===== src/rtl/post_initiator_if.sv =====
// Signal bundle between the POST link initiator, its host and the postbox responder.
// master is the initiator's own view; slave is the host/responder side driving it.
interface post_initiator_if;
    logic       testreq;
    logic       testack;
    logic [7:0] out_data;
    logic       out_start;
    logic       in_start;
    logic       busy;
    logic       out_done;
    logic [7:0] in_data;
    logic       in_valid;
    logic       err;

    modport master (
        output testreq, busy, out_done, in_data, in_valid, err,
        input  testack, out_data, out_start, in_start
    );
    modport slave (
        input  testreq, busy, out_done, in_data, in_valid, err,
        output testack, out_data, out_start, in_start
    );
endinterface


===== src/rtl/post_initiator.sv =====
// POST link initiator: OUTPUT/INPUT byte transactions as TESTREQ pulse groups; POST_TRAILING_POLL_EN adds a dummy poll after each OUTPUT.
// Latency: busy the cycle after a start; done/valid/err strobe on the cycle busy falls, after the trailing break.
// Backpressure: starts ignored unless idle; responder not-ready is absorbed by bounded poll retries.
module post_initiator #(
    parameter int PULSE_HIGH   = 24,
    parameter int PULSE_GAP    = 24,
    parameter int BREAK_TICKS  = 960,
    parameter int POLL_RETRIES = 255
) (
    input  logic             refclk,
    input  logic             rst_n,
    post_initiator_if.master bus
);
    localparam int            TW        = $clog2(PULSE_HIGH + PULSE_GAP + BREAK_TICKS + 1);
    localparam logic [TW-1:0] HI_LAST   = TW'(PULSE_HIGH - 1);
    localparam logic [TW-1:0] GAP_LAST  = TW'(PULSE_GAP - 1);
    localparam logic [TW-1:0] BRK_LAST  = TW'(BREAK_TICKS - 1);
    localparam logic [7:0]    RETRY_MAX = 8'(POLL_RETRIES);

    typedef enum logic [2:0] {
        ST_IDLE,
        ST_O_POLL,
        ST_O_BIT,
`ifdef POST_TRAILING_POLL_EN
        ST_O_TRAIL,
`endif
        ST_I_HDR,
        ST_I_BIT
    } state_t;

    // What happens when the current low phase expires: another pulse, or finish with a strobe.
    typedef enum logic [1:0] {AF_NONE, AF_DONE, AF_VALID, AF_ERR} after_t;

    state_t        r_state, w_state;
    after_t        r_after, w_after;
    logic          r_hi, w_hi;
    logic [TW-1:0] r_tick, w_tick;
    logic [3:0]    r_pulse, w_pulse;
    logic [2:0]    r_bit, w_bit;
    logic [7:0]    r_retry, w_retry;
    logic [7:0]    r_obyte, w_obyte;
    logic [7:0]    r_ishift, w_ishift;
    logic [7:0]    r_idata, w_idata;
    logic          r_brk, w_brk;
    logic          r_busy, w_busy;
    logic          r_testreq, w_testreq;
    logic          r_out_done, w_out_done;
    logic          r_in_valid, w_in_valid;
    logic          r_err, w_err;
    logic          r_sync1, r_sync2;

    logic          w_ack, w_obit, w_hi_last, w_lo_last;
    logic [7:0]    w_retry_inc;

    assign w_ack       = r_sync2;
    assign w_obit      = r_obyte[r_bit];
    assign w_hi_last   = r_hi && (r_tick == HI_LAST);
    assign w_lo_last   = !r_hi && (r_tick == (r_brk ? BRK_LAST : GAP_LAST));
    assign w_retry_inc = (r_retry == 8'hFF) ? r_retry : r_retry + 8'd1;

    always_comb begin
        w_state    = r_state;
        w_after    = r_after;
        w_hi       = r_hi;
        w_tick     = r_tick + 1'b1;
        w_pulse    = r_pulse;
        w_bit      = r_bit;
        w_retry    = r_retry;
        w_obyte    = r_obyte;
        w_ishift   = r_ishift;
        w_idata    = r_idata;
        w_brk      = r_brk;
        w_busy     = r_busy;
        w_out_done = 1'b0;
        w_in_valid = 1'b0;
        w_err      = 1'b0;

        if (r_state == ST_IDLE) begin
            w_tick = '0;
            if (bus.out_start || bus.in_start) begin
                w_state = bus.out_start ? ST_O_POLL : ST_I_HDR;
                if (bus.out_start) w_obyte = bus.out_data;
                w_hi    = 1'b1;
                w_pulse = '0;
                w_retry = '0;
                w_brk   = 1'b0;
                w_after = AF_NONE;
                w_busy  = 1'b1;
            end
        end else if (w_hi_last) begin
            // Ack decisions are taken on the last high cycle; they pick the following low phase.
            w_hi    = 1'b0;
            w_tick  = '0;
            w_brk   = 1'b0;
            w_pulse = r_pulse + 4'd1;
            case (r_state)
                ST_O_POLL: begin
                    if (r_pulse == 4'd0 && !w_ack) begin
                        w_brk   = 1'b1;
                        w_after = AF_ERR;
                    end else if (r_pulse == 4'd2) begin
                        w_brk   = 1'b1;
                        w_pulse = '0;
                        if (w_ack) begin
                            w_state = ST_O_BIT;
                            w_bit   = 3'd7;
                        end else begin
                            w_retry = w_retry_inc;
                            if (w_retry_inc == RETRY_MAX) w_after = AF_ERR;
                        end
                    end
                end
                ST_O_BIT: begin
                    if (r_pulse == {3'b000, !w_obit}) begin
                        w_brk   = 1'b1;
                        w_pulse = '0;
                        if (r_bit == 3'd0) begin
`ifdef POST_TRAILING_POLL_EN
                            w_state = ST_O_TRAIL;
`else
                            w_after = AF_DONE;
`endif
                        end else begin
                            w_bit = r_bit - 3'd1;
                        end
                    end
                end
`ifdef POST_TRAILING_POLL_EN
                ST_O_TRAIL: begin
                    if (r_pulse == 4'd2) begin
                        w_brk   = 1'b1;
                        w_after = AF_DONE;
                    end
                end
`endif
                ST_I_HDR: begin
                    if (r_pulse == 4'd0 && !w_ack) begin
                        w_brk   = 1'b1;
                        w_after = AF_ERR;
                    end else if (r_pulse >= 4'd3) begin
                        w_pulse = 4'd3;
                        if (w_ack) begin
                            w_state = ST_I_BIT;
                            w_pulse = '0;
                        end else if (r_retry == RETRY_MAX) begin
                            w_brk   = 1'b1;
                            w_after = AF_ERR;
                        end else begin
                            w_retry = w_retry_inc;
                        end
                    end
                end
                ST_I_BIT: begin
                    w_ishift = {r_ishift[6:0], w_ack};
                    if (r_pulse == 4'd7) begin
                        w_brk   = 1'b1;
                        w_after = AF_VALID;
                    end
                end
                default: ;
            endcase
        end else if (w_lo_last) begin
            w_tick = '0;
            if (r_after == AF_NONE) begin
                w_hi = 1'b1;
            end else begin
                w_state    = ST_IDLE;
                w_busy     = 1'b0;
                w_pulse    = '0;
                w_out_done = (r_after == AF_DONE);
                w_in_valid = (r_after == AF_VALID);
                w_err      = (r_after == AF_ERR);
                if (r_after == AF_VALID) w_idata = r_ishift;
            end
        end

        w_testreq = (w_state != ST_IDLE) && w_hi;
    end

    always_ff @(posedge refclk or negedge rst_n) begin
        if (!rst_n) begin
            r_state    <= ST_IDLE;
            r_after    <= AF_NONE;
            r_hi       <= 1'b0;
            r_tick     <= '0;
            r_pulse    <= '0;
            r_bit      <= '0;
            r_retry    <= '0;
            r_obyte    <= '0;
            r_ishift   <= '0;
            r_idata    <= '0;
            r_brk      <= 1'b0;
            r_busy     <= 1'b0;
            r_testreq  <= 1'b0;
            r_out_done <= 1'b0;
            r_in_valid <= 1'b0;
            r_err      <= 1'b0;
        end else begin
            r_state    <= w_state;
            r_after    <= w_after;
            r_hi       <= w_hi;
            r_tick     <= w_tick;
            r_pulse    <= w_pulse;
            r_bit      <= w_bit;
            r_retry    <= w_retry;
            r_obyte    <= w_obyte;
            r_ishift   <= w_ishift;
            r_idata    <= w_idata;
            r_brk      <= w_brk;
            r_busy     <= w_busy;
            r_testreq  <= w_testreq;
            r_out_done <= w_out_done;
            r_in_valid <= w_in_valid;
            r_err      <= w_err;
        end
    end

    // testack is asynchronous to refclk.
    always_ff @(posedge refclk or negedge rst_n) begin
        if (!rst_n) begin
            r_sync1 <= 1'b0;
            r_sync2 <= 1'b0;
        end else begin
            r_sync1 <= bus.testack;
            r_sync2 <= r_sync1;
        end
    end

    assign bus.testreq  = r_testreq;
    assign bus.busy     = r_busy;
    assign bus.out_done = r_out_done;
    assign bus.in_valid = r_in_valid;
    assign bus.err      = r_err;
    assign bus.in_data  = r_idata;
endmodule


===== src/flat_wrapper.sv =====
// flat-port wrapper written by rule: the top's interface ports become plain ports
module post_initiator_flat 
#(
    parameter int PULSE_HIGH   = 24,
    parameter int PULSE_GAP    = 24,
    parameter int BREAK_TICKS  = 960,
    parameter int POLL_RETRIES = 255
)
  (refclk, rst_n, bus_testreq, bus_busy, bus_out_done, bus_in_data, bus_in_valid, bus_err, bus_testack, bus_out_data, bus_out_start, bus_in_start);
  post_initiator_if bus_i ();
  input  logic refclk;
  input  logic rst_n;
  output wire logic [$bits(bus_i.testreq)-1:0] bus_testreq;
  output wire logic [$bits(bus_i.busy)-1:0] bus_busy;
  output wire logic [$bits(bus_i.out_done)-1:0] bus_out_done;
  output wire logic [$bits(bus_i.in_data)-1:0] bus_in_data;
  output wire logic [$bits(bus_i.in_valid)-1:0] bus_in_valid;
  output wire logic [$bits(bus_i.err)-1:0] bus_err;
  input wire logic [$bits(bus_i.testack)-1:0] bus_testack;
  input wire logic [$bits(bus_i.out_data)-1:0] bus_out_data;
  input wire logic [$bits(bus_i.out_start)-1:0] bus_out_start;
  input wire logic [$bits(bus_i.in_start)-1:0] bus_in_start;
  assign bus_testreq = bus_i.testreq;
  assign bus_busy = bus_i.busy;
  assign bus_out_done = bus_i.out_done;
  assign bus_in_data = bus_i.in_data;
  assign bus_in_valid = bus_i.in_valid;
  assign bus_err = bus_i.err;
  assign bus_i.testack = bus_testack;
  assign bus_i.out_data = bus_out_data;
  assign bus_i.out_start = bus_out_start;
  assign bus_i.in_start = bus_in_start;
  post_initiator #(.PULSE_HIGH(PULSE_HIGH), .PULSE_GAP(PULSE_GAP), .BREAK_TICKS(BREAK_TICKS), .POLL_RETRIES(POLL_RETRIES)) u_core (.refclk(refclk), .rst_n(rst_n), .bus(bus_i));
endmodule

===== config.mk =====
export PLATFORM = sky130hd
export DESIGN_NAME = post_initiator_flat
export DESIGN_NICKNAME = d
export VERILOG_FILES = /design/src/rtl/post_initiator_if.sv /design/src/rtl/post_initiator.sv /design/src/flat_wrapper.sv
export SDC_FILE = /design/constraint.sdc
export NUM_CORES = 1
export LEC_CHECK = 0
export ABC_AREA = 0
export CAP_MARGIN = 0
export CORE_MARGIN = 2
export CORE_UTILIZATION = 45
export CTS_CLUSTER_SIZE = 40
export DETAILED_ROUTE_END_ITERATION = 8
export GPL_TIMING_DRIVEN = 0
export PLACE_DENSITY_LB_ADDON = 0.25
export SKIP_LAST_GASP = 1
export SYNTH_ARGS = -nofsm -noshare
export SYNTH_HDL_FRONTEND = slang
export SYNTH_SLANG_ARGS = --single-unit

===== constraint.sdc =====
create_clock -name refclk -period 6.3 [get_ports refclk]
set_input_delay 0.63 -clock refclk [delete_from_list [all_inputs] [get_ports refclk]]
set_output_delay 0.63 -clock refclk [all_outputs]
set_load 0.02 [all_outputs]

# Yosys cells after proc, flatten, opt, wreduce, memory -nomap -nowiden
# Index checks and enable logic that the tools add are counted.
[word_totals] register_bits=63 in_bits=13 elab_cells=192 output_inout_bits=13
[op_classes] order_cmp=2 n_mux=98 bitwise_logic=3 eq_ne=39 addsub=4 n_reduce_logical=28
[op_table] op="8-bit two-way mux" n=11
[op_table] op="3-bit two-way mux" n=16
[op_table] op="10-bit two-way mux" n=4
[op_table] op="4-bit two-way mux" n=10
[op_table] op="1-bit two-way mux" n=34
[op_table] op="2-bit two-way mux" n=16
[op_table] op="3-bit by 1-bit != test with 1-bit output (second input constant)" n=6
[op_table] op="8-bit equality test (second input constant)" n=2
[op_table] op="4-bit by 1-bit != test with 1-bit output (second input constant)" n=4
[op_table] op="8-bit one-hot mux with 2 select lines" n=1
[op_table] op="3-bit one-hot mux with 2 select lines" n=2
[op_table] op="4-bit one-hot mux with 3 select lines" n=1
[op_table] op="12-bit AND reduction" n=1
[op_table] op="10-bit by 1-bit adder with 10-bit output (second input constant)" n=1
[op_table] op="10-bit equality test" n=1
[op_table] op="10-bit by 5-bit equality test with 1-bit output (second input constant)" n=1
[op_table] op="10-bit AND reduction" n=1
[op_table] op="3-bit by 2-bit != test with 1-bit output (second input constant)" n=3
[op_table] op="3-bit AND reduction" n=3
[op_table] op="3-bit nonzero test" n=3
[op_table] op="8-bit by 1-bit adder with 8-bit output (second input constant)" n=1
[op_table] op="2-bit by 1-bit != test with 1-bit output (second input constant)" n=4
[op_table] op="2-bit != test (second input constant)" n=4
[op_table] op="4-bit != test (second input constant)" n=2
[op_table] op="29 further kinds" n=42

# Depth between registers and ports, before layout
[depth] depth_word=10 mapped_depth=10 ltp_nobuf=9

# Worst setup path before layout
# Ideal clock, no wire load.
[synth_timing] path_kind="flip-flop to flip-flop" start="reg u_core.r_tick[0]" end="reg u_core.r_retry[7]" n_path_buf=2 slack_ns=4.174 t_required_ns=6.175 synth_period_minus_slack_ns=2.126 stages_incl_launch_ff=9 t_arrival_ns=2.001 setup_time_ns=0.125 cell_sequence="dfrtp_1 > ha_1 > and3b_1 > and4_1 > buf_4 > o21ai_2 > nor4b_2 > buf_4 > mux2_2"
[synth_between] elab_chain_len=4
[synth_lines] item="start, declared" line_no="post_initiator.sv:37" text="logic [TW-1:0] r_tick, w_tick;"
[synth_lines] item="start signal, assigned" line_no="post_initiator.sv:202" text="r_tick <= w_tick;"
[synth_lines] item="10-bit by 5-bit equality test with 1-bit output" line_no="post_initiator.sv:57" text="assign w_hi_last = r_hi && (r_tick == HI_LAST);"
[synth_lines] item="1-bit logical AND" line_no="post_initiator.sv:57"
[synth_lines] item="2-bit nonzero test (no line)"
[synth_lines] item="10-bit AND reduction (no line)"
[synth_lines] item="end signal, assigned" line_no="post_initiator.sv:205" text="r_retry <= w_retry;"
[synth_lines] item="end, declared" line_no="post_initiator.sv:40" text="logic [7:0] r_retry, w_retry;"
# No other way between the ends.
# A chain may end at the register's enable or synchronous reset.

# Worst setup path in the final report
[layout_timing] start="reg u_core.r_tick[5]" end="reg u_core.r_retry[7]"
# The elaborated chain is that of the path after synthesis.

==> impl_results.md <==
* Peak supply drop at 128 µV
* Initial antenna violation count at 0
* Drt initial violations at 118
* DIE AREA at 8480 µm²
* Post-Syn Instances at 354
* Status: complete, no violations
* Wirelength, routed at 7240 µm
* Static Leakage at 0.00180 µW
* Area growth syn-to-layout at 15.7%
* Die Width at 92.1 µm
* Final period util at 38.6%
* Yosys warns at 0
* CTS Buffer Depth at 2
* Worst Skew at 0.00753 ns
* Flops & latches, synth at 63
* DR WL/cell at 14.6 µm
* R2R Setup Slk at 3.87 ns
* # hold bufs at CTS at 0
* Core area at 7610 µm²
* Hold Crit Depth at 0
* Setup violators final at 0
* Hold Fails Final Rpt at 0
* Worst setup SP type: flop
* Max_slew headroom at 47.7%
* Post-CTS Setup Inserts at 0
* Crit path capture type: flop
* Global Route Usage Sum at 18.2%
* Max Clock Freq at 411 MHz
* Clock transition at the registers of the reported paths at 0.07 ns
* CP max FO at 10
* H-Tree Depth at 3
* Maxcap violations at 0
* Largest net degree at the start of global routing at 64
* Syn Nets at 374
* CTS tree: done
* Quantity of I/O buffers inserted on ports at 25
* Die Y at 92.1 µm
* Slew Limit Fails at 0
* Sequential share of the synthesized area at 45.1%
* RSZ-0062 raised after global routing: no
* Post-synth EDFFs at 0
* Vias at 2742
* Routing usage on met2 at 28.6%
* Syn Area/Cell at 9.86 µm²
* Critical path class: flop to flop
* Cell variety after synth at 60
* Sum Neg Setup Slack at 0 ns
* Vias in the first global route at 2655
* Ys async rst share at 100%
* Cell area after synthesis at 3490 µm²
* Share of layout cells above drive strength 1 at 16.5%
* Inserted Diodes at 0
* GPL Wtd Cong at 0.872
* Worst slew pin tran at 0.784 ns
* Met3 usage at 3.20%
* Hold Path End: u_core.r_sync2$_DFF_PN0_
* Non-Filler Cell Area, Final at 4040 µm²
* First-pass iteration count of the detailed router at 4
* R2R depth at 7
* CP Data Arrival Time at 2.66 ns
* Total gr overflow at 0
* Crit Reg-Reg Endpoint: u_core.r_retry[7]$_DFFE_PN0P_
* Std-Cell Rows at 32
* Critical Path RT at 6.52 ns
* Via/cell ratio at 5.52
* Worst Hold Class: flop to flop
* Total CTS buffers at 9
* First-pass GRT wire length at 12400 µm
* Busiest layer in global routing: met2
* # clock sinks at 63
* Crit Reg-Reg Startpoint: u_core.r_tick[5]$_DFF_PN0_
* Most used DFF post-synth: dfrtp_1
* IO Pins at 26
* Nets at 410
* DP HPWL at 5110 µm
* HP Start: u_core.r_sync1$_DFF_PN0_
* Met1 usage at 24.6%
* Worst-Skew Late Latency at 0.34 ns
* DP Area at 3870 µm²
* Initial core utilization at 45.9%
* Min Hold Slack at 0.354 ns
* Root buffer cell: clkbuf_8
* Power Dens Cells at 340 nW/µm²
* Final min period at 2.43 ns
* Final antenna-violating net count at 0
* Number of remaining DRC errors at 0
* Post-CTS sizing at 0
[synthesized netlist by cell type (4+ instances only)]
cell type / instances / area (µm²)
nand2_1: 31 / 116
a21oi_1: 19 / 95.1
nor3_1: 13 / 65.1
a31oi_1: 4 / 25.0
clkbuf_1: 8 / 30.0
nand4_1: 7 / 43.8
mux2_2: 26 / 293
buf_2: 6 / 30.0
nor2b_1: 4 / 25.0
inv_1: 13 / 48.8
nand3_1: 10 / 50.1
or3_1: 4 / 25.0
xor2_1: 7 / 61.3
nor2_1: 38 / 143
ha_1: 7 / 87.6
o21ai_0: 11 / 55.1
dfrtp_1: 63 / 1580
and2_1: 5 / 31.3
and3_1: 6 / 37.5
mux2i_1: 8 / 80.1
[routing by layer]
metal | share of wire (%) | wire [µm]
met1 | 47 | 3420
met2 | 48 | 3440
met3 | 2.8 | 205
met4 | 2.4 | 172
met5 | 0 | 0
[report_power, final]
group | switching, µW | internal [µW] | total (µW)
Sequential | 79.2 | 479 | 558
Clock | 166 | 143 | 309
Combinational | 299 | 208 | 507
[worst max-delay path, cell delays in order (launching register included)]
cell     delay (ns)
dfrtp_1        0.43
nor4_1         0.44
and4_1         0.26
buf_4          0.16
o21ai_2        0.10
nor4b_2        0.35
buf_4          0.23
mux2_2         0.34
[placed cells by master, fill, tap and decap left out, drive strengths merged, types with 4 or more instances in the layout]
cell type and instances:
nand2 31, dfrtp 63, nand3 10, mux2 26, a21oi 20, clkdlybuf4s50 24
inv 14, ha 7, and3 6, clkinv 5, mux2i 9, and2 5
nand4 7, nor2b 5, xor2 7, nor2 39, nor3 14, o21ai 14
a31oi 4, buf 11, or3 4, clkbuf 17
[worst max-delay path by stage]
stage	start	end	slack [ns]
after floorplan	u_core.r_tick[0]$_DFF_PN0_	u_core.r_retry[7]$_DFFE_PN0P_	4.17
after global placement	rst_n	u_core.r_pulse[0]$_DFFE_PN0P_	2.50
after detailed placement	bus_out_start	u_core.r_retry[7]$_DFFE_PN0P_	3.86
after CTS	u_core.r_retry[0]$_DFFE_PN0P_	u_core.r_after[0]$_DFFE_PN0P_	3.87
after global routing	u_core.r_retry[0]$_DFFE_PN0P_	u_core.r_after[1]$_DFFE_PN0P_	3.61
final	u_core.r_tick[5]$_DFF_PN0_	u_core.r_retry[7]$_DFFE_PN0P_	3.87
[per-stage QoR]
step           utilization [%]  std cells  power (µW)  setup slack (ns)
2_1_floorplan                -        354         933              4.17
3_3_place_gp              50.9        481        1060              2.50
3_5_place_dp              50.8        481        1070              3.86
4_1_cts                   53.1        497        1380              3.87
5_1_grt                   53.1        497        1470              3.61
6_report                  53.1        497        1370              3.87
[sequential cells by signal, indices dropped and copies added (netlist names), 2 cells and up]
name,count
u_core.r_ishift,8
u_core.r_retry,8
u_core.r_tick,10
u_core.r_obyte,8
u_core.r_pulse,4
u_core.bus.in_data,8
u_core.r_bit,3
u_core.r_after,2
u_core.r_state,3
[logic make-up after synthesis]
logic type	share of synthesized area [%]
compound gates	13.1
xor+xnor	2.26
fa+ha+maj	2.51
buf+inv	4.08
flops	45.1
mux	12.0
simple gates	20.9
[area by class of cell]
class | instances | area (µm²)
fill | 708 | 3570
multi-input combinational | 260 | 1770
clock inverter | 7 | 48.8
buffer | 18 | 93.8
inverter | 13 | 48.8
sequential | 63 | 1580
timing repair buffer | 25 | 248
tap | 102 | 128
clock buffer | 9 | 124
(Power assumes the default switching activity.)
